`src/rtl/ltc2174_spi_master.sv`:
```
// SPI initiator for the LTC2174 ADC serial port: one 16-bit CPOL0 frame per start request.
// Define LTC2174_SPI_READBACK_EN to follow every write with a verifying read of the same address.
module ltc2174_spi_master #(
    parameter int CLK_DIV  = 4,
    parameter int CS_SETUP = 2,
    parameter int CS_HOLD  = 2,
    parameter int CS_IDLE  = 4
) (
    input  logic       clk,
    input  logic       rst,
    input  logic       start,
    input  logic       rnw,
    input  logic [6:0] addr,
    input  logic [7:0] wdata,
    output logic       busy,
    output logic       done,
    output logic [7:0] rdata,
    output logic       readback_err,
    output logic       spi_cs,
    output logic       spi_sck,
    output logic       spi_sdi,
    input  logic       spi_sdo
);
    localparam int DIV_W    = (CLK_DIV > 2) ? $clog2(CLK_DIV) : 1;
    localparam int WAIT_MAX = (CS_SETUP > CS_HOLD) ? ((CS_SETUP > CS_IDLE) ? CS_SETUP : CS_IDLE)
                                                   : ((CS_HOLD > CS_IDLE) ? CS_HOLD : CS_IDLE);
    localparam int CNT_W    = (WAIT_MAX > 1) ? $clog2(WAIT_MAX) : 1;

    localparam logic [DIV_W-1:0] DIV_LAST   = DIV_W'(CLK_DIV - 1);
    localparam logic [CNT_W-1:0] SETUP_LAST = CNT_W'(CS_SETUP - 1);
    localparam logic [CNT_W-1:0] HOLD_LAST  = CNT_W'(CS_HOLD - 1);
    localparam logic [CNT_W-1:0] IDLE_LAST  = CNT_W'(CS_IDLE - 1);

    typedef enum logic [2:0] {IDLE, SETUP, SHIFT, HOLD, GAP} state_t;

    state_t           state_q, state_d;
    logic [CNT_W-1:0] cnt_q, cnt_d;
    logic [DIV_W-1:0] div_q, div_d;
    logic             phase_q, phase_d;
    logic [4:0]       bit_q, bit_d;
    logic             rnw_q, rnw_d, rb_q, rb_d;
    logic [6:0]       addr_q, addr_d;
    logic [7:0]       wdata_q, wdata_d, rx_q, rx_d, rdata_q, rdata_d;
    logic             busy_q, busy_d, done_q, done_d, err_q, err_d;
    logic             cs_q, cs_d, sck_q, sck_d, sdi_q, sdi_d;
    logic             start_ok, rb_needed, rnw_eff_d;
    logic [15:0]      frame_d;

    assign start_ok = (state_q == IDLE) && start;

`ifdef LTC2174_SPI_READBACK_EN
    logic [7:0] rb_mask;
    assign rb_needed = !rnw_q && !rb_q;
    // Register 3 bit 6 always reads back as zero, so it is excluded from the compare.
    assign rb_mask   = (addr_q == 7'd3) ? 8'hBF : 8'hFF;
`else
    assign rb_needed = 1'b0;
`endif

    always_ff @(posedge clk or posedge rst) begin
        if (rst) begin
            state_q <= IDLE;    cnt_q   <= '0;    div_q  <= '0;   phase_q <= 1'b0;
            bit_q   <= '0;      rnw_q   <= 1'b0;  rb_q   <= 1'b0; addr_q  <= '0;
            wdata_q <= '0;      rx_q    <= '0;    rdata_q <= '0;  busy_q  <= 1'b0;
            done_q  <= 1'b0;    err_q   <= 1'b0;  cs_q   <= 1'b1; sck_q   <= 1'b0;
            sdi_q   <= 1'b0;
        end else begin
            state_q <= state_d; cnt_q   <= cnt_d; div_q  <= div_d; phase_q <= phase_d;
            bit_q   <= bit_d;   rnw_q   <= rnw_d; rb_q   <= rb_d;  addr_q  <= addr_d;
            wdata_q <= wdata_d; rx_q    <= rx_d;  rdata_q <= rdata_d; busy_q <= busy_d;
            done_q  <= done_d;  err_q   <= err_d; cs_q   <= cs_d;  sck_q   <= sck_d;
            sdi_q   <= sdi_d;
        end
    end

    always_comb begin
        state_d = state_q; cnt_d = cnt_q; div_d = div_q; phase_d = phase_q; bit_d = bit_q;
        rnw_d = rnw_q; rb_d = rb_q; addr_d = addr_q; wdata_d = wdata_q; rx_d = rx_q;
        case (state_q)
            IDLE: if (start) begin
                state_d = SETUP; cnt_d = '0; rb_d = 1'b0;
                rnw_d = rnw; addr_d = addr; wdata_d = wdata;
            end
            SETUP: if (cnt_q == SETUP_LAST) begin
                state_d = SHIFT; div_d = '0; phase_d = 1'b0; bit_d = '0;
            end else begin
                cnt_d = cnt_q + 1'b1;
            end
            SHIFT: if (div_q == DIV_LAST) begin
                div_d = '0;
                if (!phase_q) begin
                    phase_d = 1'b1;
                end else begin
                    // SCK falls here; bits 7..14 carry the ADC's read byte MSB first.
                    phase_d = 1'b0;
                    bit_d   = bit_q + 1'b1;
                    if (bit_q >= 5'd7 && bit_q <= 5'd14)
                        rx_d = {rx_q[6:0], spi_sdo};
                    if (bit_q == 5'd15) begin
                        state_d = HOLD; cnt_d = '0;
                    end
                end
            end else begin
                div_d = div_q + 1'b1;
            end
            HOLD: if (cnt_q == HOLD_LAST) begin
                state_d = GAP; cnt_d = '0;
            end else begin
                cnt_d = cnt_q + 1'b1;
            end
            GAP: if (cnt_q == IDLE_LAST) begin
                if (rb_needed) begin
                    state_d = SETUP; cnt_d = '0; rb_d = 1'b1;
                end else begin
                    state_d = IDLE;
                end
            end else begin
                cnt_d = cnt_q + 1'b1;
            end
            default: state_d = IDLE;
        endcase
    end

    // Outputs are decoded from next-state values and registered so the pins never glitch.
    always_comb begin
        rnw_eff_d = rnw_d | rb_d;
        frame_d   = {rnw_eff_d, addr_d, rnw_eff_d ? 8'h00 : wdata_d};
        busy_d    = (state_d != IDLE);
        cs_d      = !((state_d == SETUP) || (state_d == SHIFT) || (state_d == HOLD));
        sck_d     = (state_d == SHIFT) && phase_d;
        sdi_d     = (state_d == SHIFT) ? frame_d[~bit_d[3:0]] : 1'b0;
        done_d    = (state_d == GAP) && (cnt_d == IDLE_LAST) && !rb_needed;
        rdata_d   = (done_d && rnw_eff_d) ? rx_d : rdata_q;
`ifdef LTC2174_SPI_READBACK_EN
        err_d = err_q;
        if (start_ok)
            err_d = 1'b0;
        else if (done_d && rb_d)
            err_d = |((rx_d ^ wdata_q) & rb_mask);
`else
        err_d = 1'b0;
`endif
    end

    assign busy         = busy_q;
    assign done         = done_q;
    assign rdata        = rdata_q;
    assign readback_err = err_q;
    assign spi_cs       = cs_q;
    assign spi_sck      = sck_q;
    assign spi_sdi      = sdi_q;
endmodule

```
`config.mk`:
```
export PLATFORM = sky130hd
export DESIGN_NAME = ltc2174_spi_master
export DESIGN_NICKNAME = d
export VERILOG_FILES = /design/src/rtl/ltc2174_spi_master.sv
export SDC_FILE = /design/constraint.sdc
export NUM_CORES = 1
export LEC_CHECK = 0
export CAP_MARGIN = 20
export CORE_ASPECT_RATIO = 2
export CORE_MARGIN = 4
export CORE_UTILIZATION = 49
export CTS_CLUSTER_DIAMETER = 150
export DETAILED_ROUTE_END_ITERATION = 6
export PLACE_DENSITY = 0.87
export SYNTH_ARGS = -nofsm -noshare
export SYNTH_HDL_FRONTEND = slang
export SYNTH_SLANG_ARGS = --single-unit
```
`constraint.sdc`:
```
create_clock -name clk -period 2.9 [get_ports clk]
set_clock_uncertainty 0.05 [all_clocks]
set_input_delay 0.58 -clock clk [delete_from_list [all_inputs] [get_ports clk]]
set_output_delay 0.58 -clock clk [all_outputs]
set_load 0.05 [all_outputs]
```
==> flow_metrics.tcl <==
set metrics [dict create \
    p_leak_nw 1.485 \
    drc 0 \
    fmax_ghz 0.3533 \
    hold_viol 0 \
    synth_top_area_share 0.5179 \
    worst-r2r-setup-slack_ps 70 \
    maxCapViolCount 0 \
    dp.cells 292 \
    ys_seq_area_frac 0.5287 \
    grt.overflow.total 0 \
    grt_max_degree 27 \
    crit_path_start_kind "flip-flop" \
    post_drt_wl_per_cell_microns 14.83 \
    finalInstanceArea_sq_um 3077 \
    die_x_microns 57.65 \
    routed_wl_microns 4463 \
    layout_min_cycle_time_ps 2830 \
    core_sq_um 4686 \
    vdd_drop_max_mv 0.5314 \
    r2r_cells 11 \
    port_buffers 32 \
    worstPathRequired_ps 3040 \
    num_vias 1665 \
    synth_most_common_cell "dfrtp_1" \
    run_status "completed" \
    cts.clk_slew.worst_paths_ps 80 \
    avgSynthCellArea_sq_um 12.45 \
    cts_made_buffers 5 \
    nets 269 \
    place_area_sq_um 2940 \
    antenna_left 0 \
    area_growth_pct 27.34 \
    firstDrtPassIters 5 \
    power.density_nw_per_um2 399.7 \
    synth_area_leaders "dfrtp_1 (52%), mux2_2 (16%), mux2i_1 (4.1%)" \
    ys_warn_count 0 \
    h-tree-depth 2 \
    final_util 0.6566 \
    synthTopCellsByCount "dfrtp_1 (50), mux2_2 (34), inv_1 (10), mux2i_1 (10), nor2_1 (10)" \
    drive_gt1_frac 0.3008 \
    grt_pass1_vias 1685 \
    rsz0062_at_grt "yes" \
    rows 35 \
    ys.flop_type "dfrtp_1" \
    track_usage 0.1575 \
    dieArea_sq_um 6186 \
    clkLatencyLatePin_ps 300 \
    drt_iter0_markers 22 \
    synth_edf_count 0 \
    worst_pin_slew_ps 546.1 \
    yosysUniqueCellTypes 45 \
    initial_core_util 0.5156 \
    min_path_type "reg -> reg" \
    netlist_area_sq_um 2416 \
    antenna_found_initial 0 \
    holdWs_ps 446.4 \
    ys_seq_elements 51 \
    crit_path_end_kind "flip-flop" \
    setup_viol 0 \
    finalMaxSlewViolations 0 \
    hpwl_microns 3551 \
    grt_pass1_wl_microns 7445 \
    holdPathStages 1 \
    antenna_cells 0 \
    crit_arrival_ps 2970 \
    async_flop_share 1.000 \
    cp_max_fo 8 \
    synth_area_leader_cell "dfrtp_1" \
    synth.net_count 218 \
    viasPerCell 5.532 \
    die_height_microns 107.3 \
    slew_headroom 0.6332 \
    fillers 334 \
    tns_ps 0 \
    instances_no_fill 301 \
    synthCells 194 \
    ctsRootBufferMaster "clkbuf_8" \
    clk_path_buf_depth 2 \
    clock-sinks 51 \
    cts_tree "built" \
    fin_crit_sh 0.9760 \
    hold_buffers 0 \
    path_class "reg -> reg" \
    gp_congestion 0.7865 \
    pin_count 34 \
]
[where the power goes]
part | internal, mW | switching (mW)
Combinational | 0.0419 | 0.0341
Clock | 0.218 | 0.210
Sequential | 0.722 | 0.00352
[worst paths after layout]
check,start,to
worst max register to register,bit_q[1],rdata[5]
worst max-delay path,bit_q[1],rdata[5]
worst min-delay path,rdata[7],rdata[7]
worst min register to register,rdata[7],rdata[7]
max in group asynchronous,rst,wdata_q[4]
min in group asynchronous,rst,rx_q[0]
[layout make-up]
| type | instances | area [sq um] | share of cell area |
|---|---|---|---|
| sequential | 51 | 1277 | 0.4152 |
| clock buffer | 8 | 100.1 | 0.03253 |
| timing repair buffer | 52 | 495.5 | 0.1610 |
| tap | 55 | 68.82 | 0.02237 |
| multi-input combinational | 125 | 1097 | 0.3566 |
| inverter | 10 | 37.54 | 0.01220 |
[kinds of logic (layout without fill, tap and decap cells)]
group,after synthesis,count (layout),share of synthesized area
XOR/XNOR,3,3,0.01088
AND/OR/NAND/NOR,40,40,0.1062
other,1,1,0.001552
buffers and inverters,18,70,0.03159
flip-flops,51,51,0.5287
multiplexers,45,45,0.2046
AO/OA/AOI/OAI,32,32,0.09580
adder cells (fa/ha/maj),4,4,0.02072
[critical path, stage by stage, from the launching register on]
cell     delay, ps
dfrtp_1        390
ha_2           190
and3_4         180
ha_4           160
nand3_2         80
a21oi_2         60
o21a_1         200
o221a_1        270
or3_4          400
nor3b_4        240
buf_12         150
mux2_2         330
[per-layer routing]
metal | global-route usage | part of all wire
met1 | 0.1529 | 0.35
met2 | 0.3010 | 0.58
met3 | 0.02161 | 0.030
met4 | 0.08789 | 0.036
met5 | 0 | 0
[through the flow]
step	worst slack [ps]	power [mW]
after floorplan	63.81	0.7762
after global placement	-127.0	0.8149
after detailed placement	-175.2	0.8170
after CTS	1.978	1.245
after global routing	-19.40	1.286
final	69.51	1.230
[timing repair]
action,in CTS,in global routing
endpoints found under the hold margin,0,0
resized for setup,0,6
pin swaps,1,7
setup endpoints to repair,6,8
setup buffers,0,1
[cells in the final DEF, fill, tap and decap left out, types with 2 or more instances in the layout]
master            n
a22o_1            2
nand2b_1          4
buf_4            18
and4b_1           2
buf_12            2
clkdlybuf4s50_1  32
nor3_1            2
xnor2_1           3
nand3_1           4
mux2i_1          10
a21o_1            3
mux2_2           34
clkbuf_8          7
inv_1             9
o21ai_0           4
nand2_1           6
ha_1              2
o31ai_1           3
a21oi_1           6
dfrtp_1          50
a31oi_1           4
nor2_1           10
[sequential cells by signal (all words and copies together) (netlist names)]
register and flops:
rb_q 1, rnw_q 1, state_q 3, phase_q 1
busy 1, spi_cs 1, wdata_q 8, done 1
addr_q 7, div_q 2, rdata 8, bit_q 5
rx_q 8, spi_sdi 1, spi_sck 1, cnt_q 2
No activity file was read; power rests on OpenSTA's default activity.
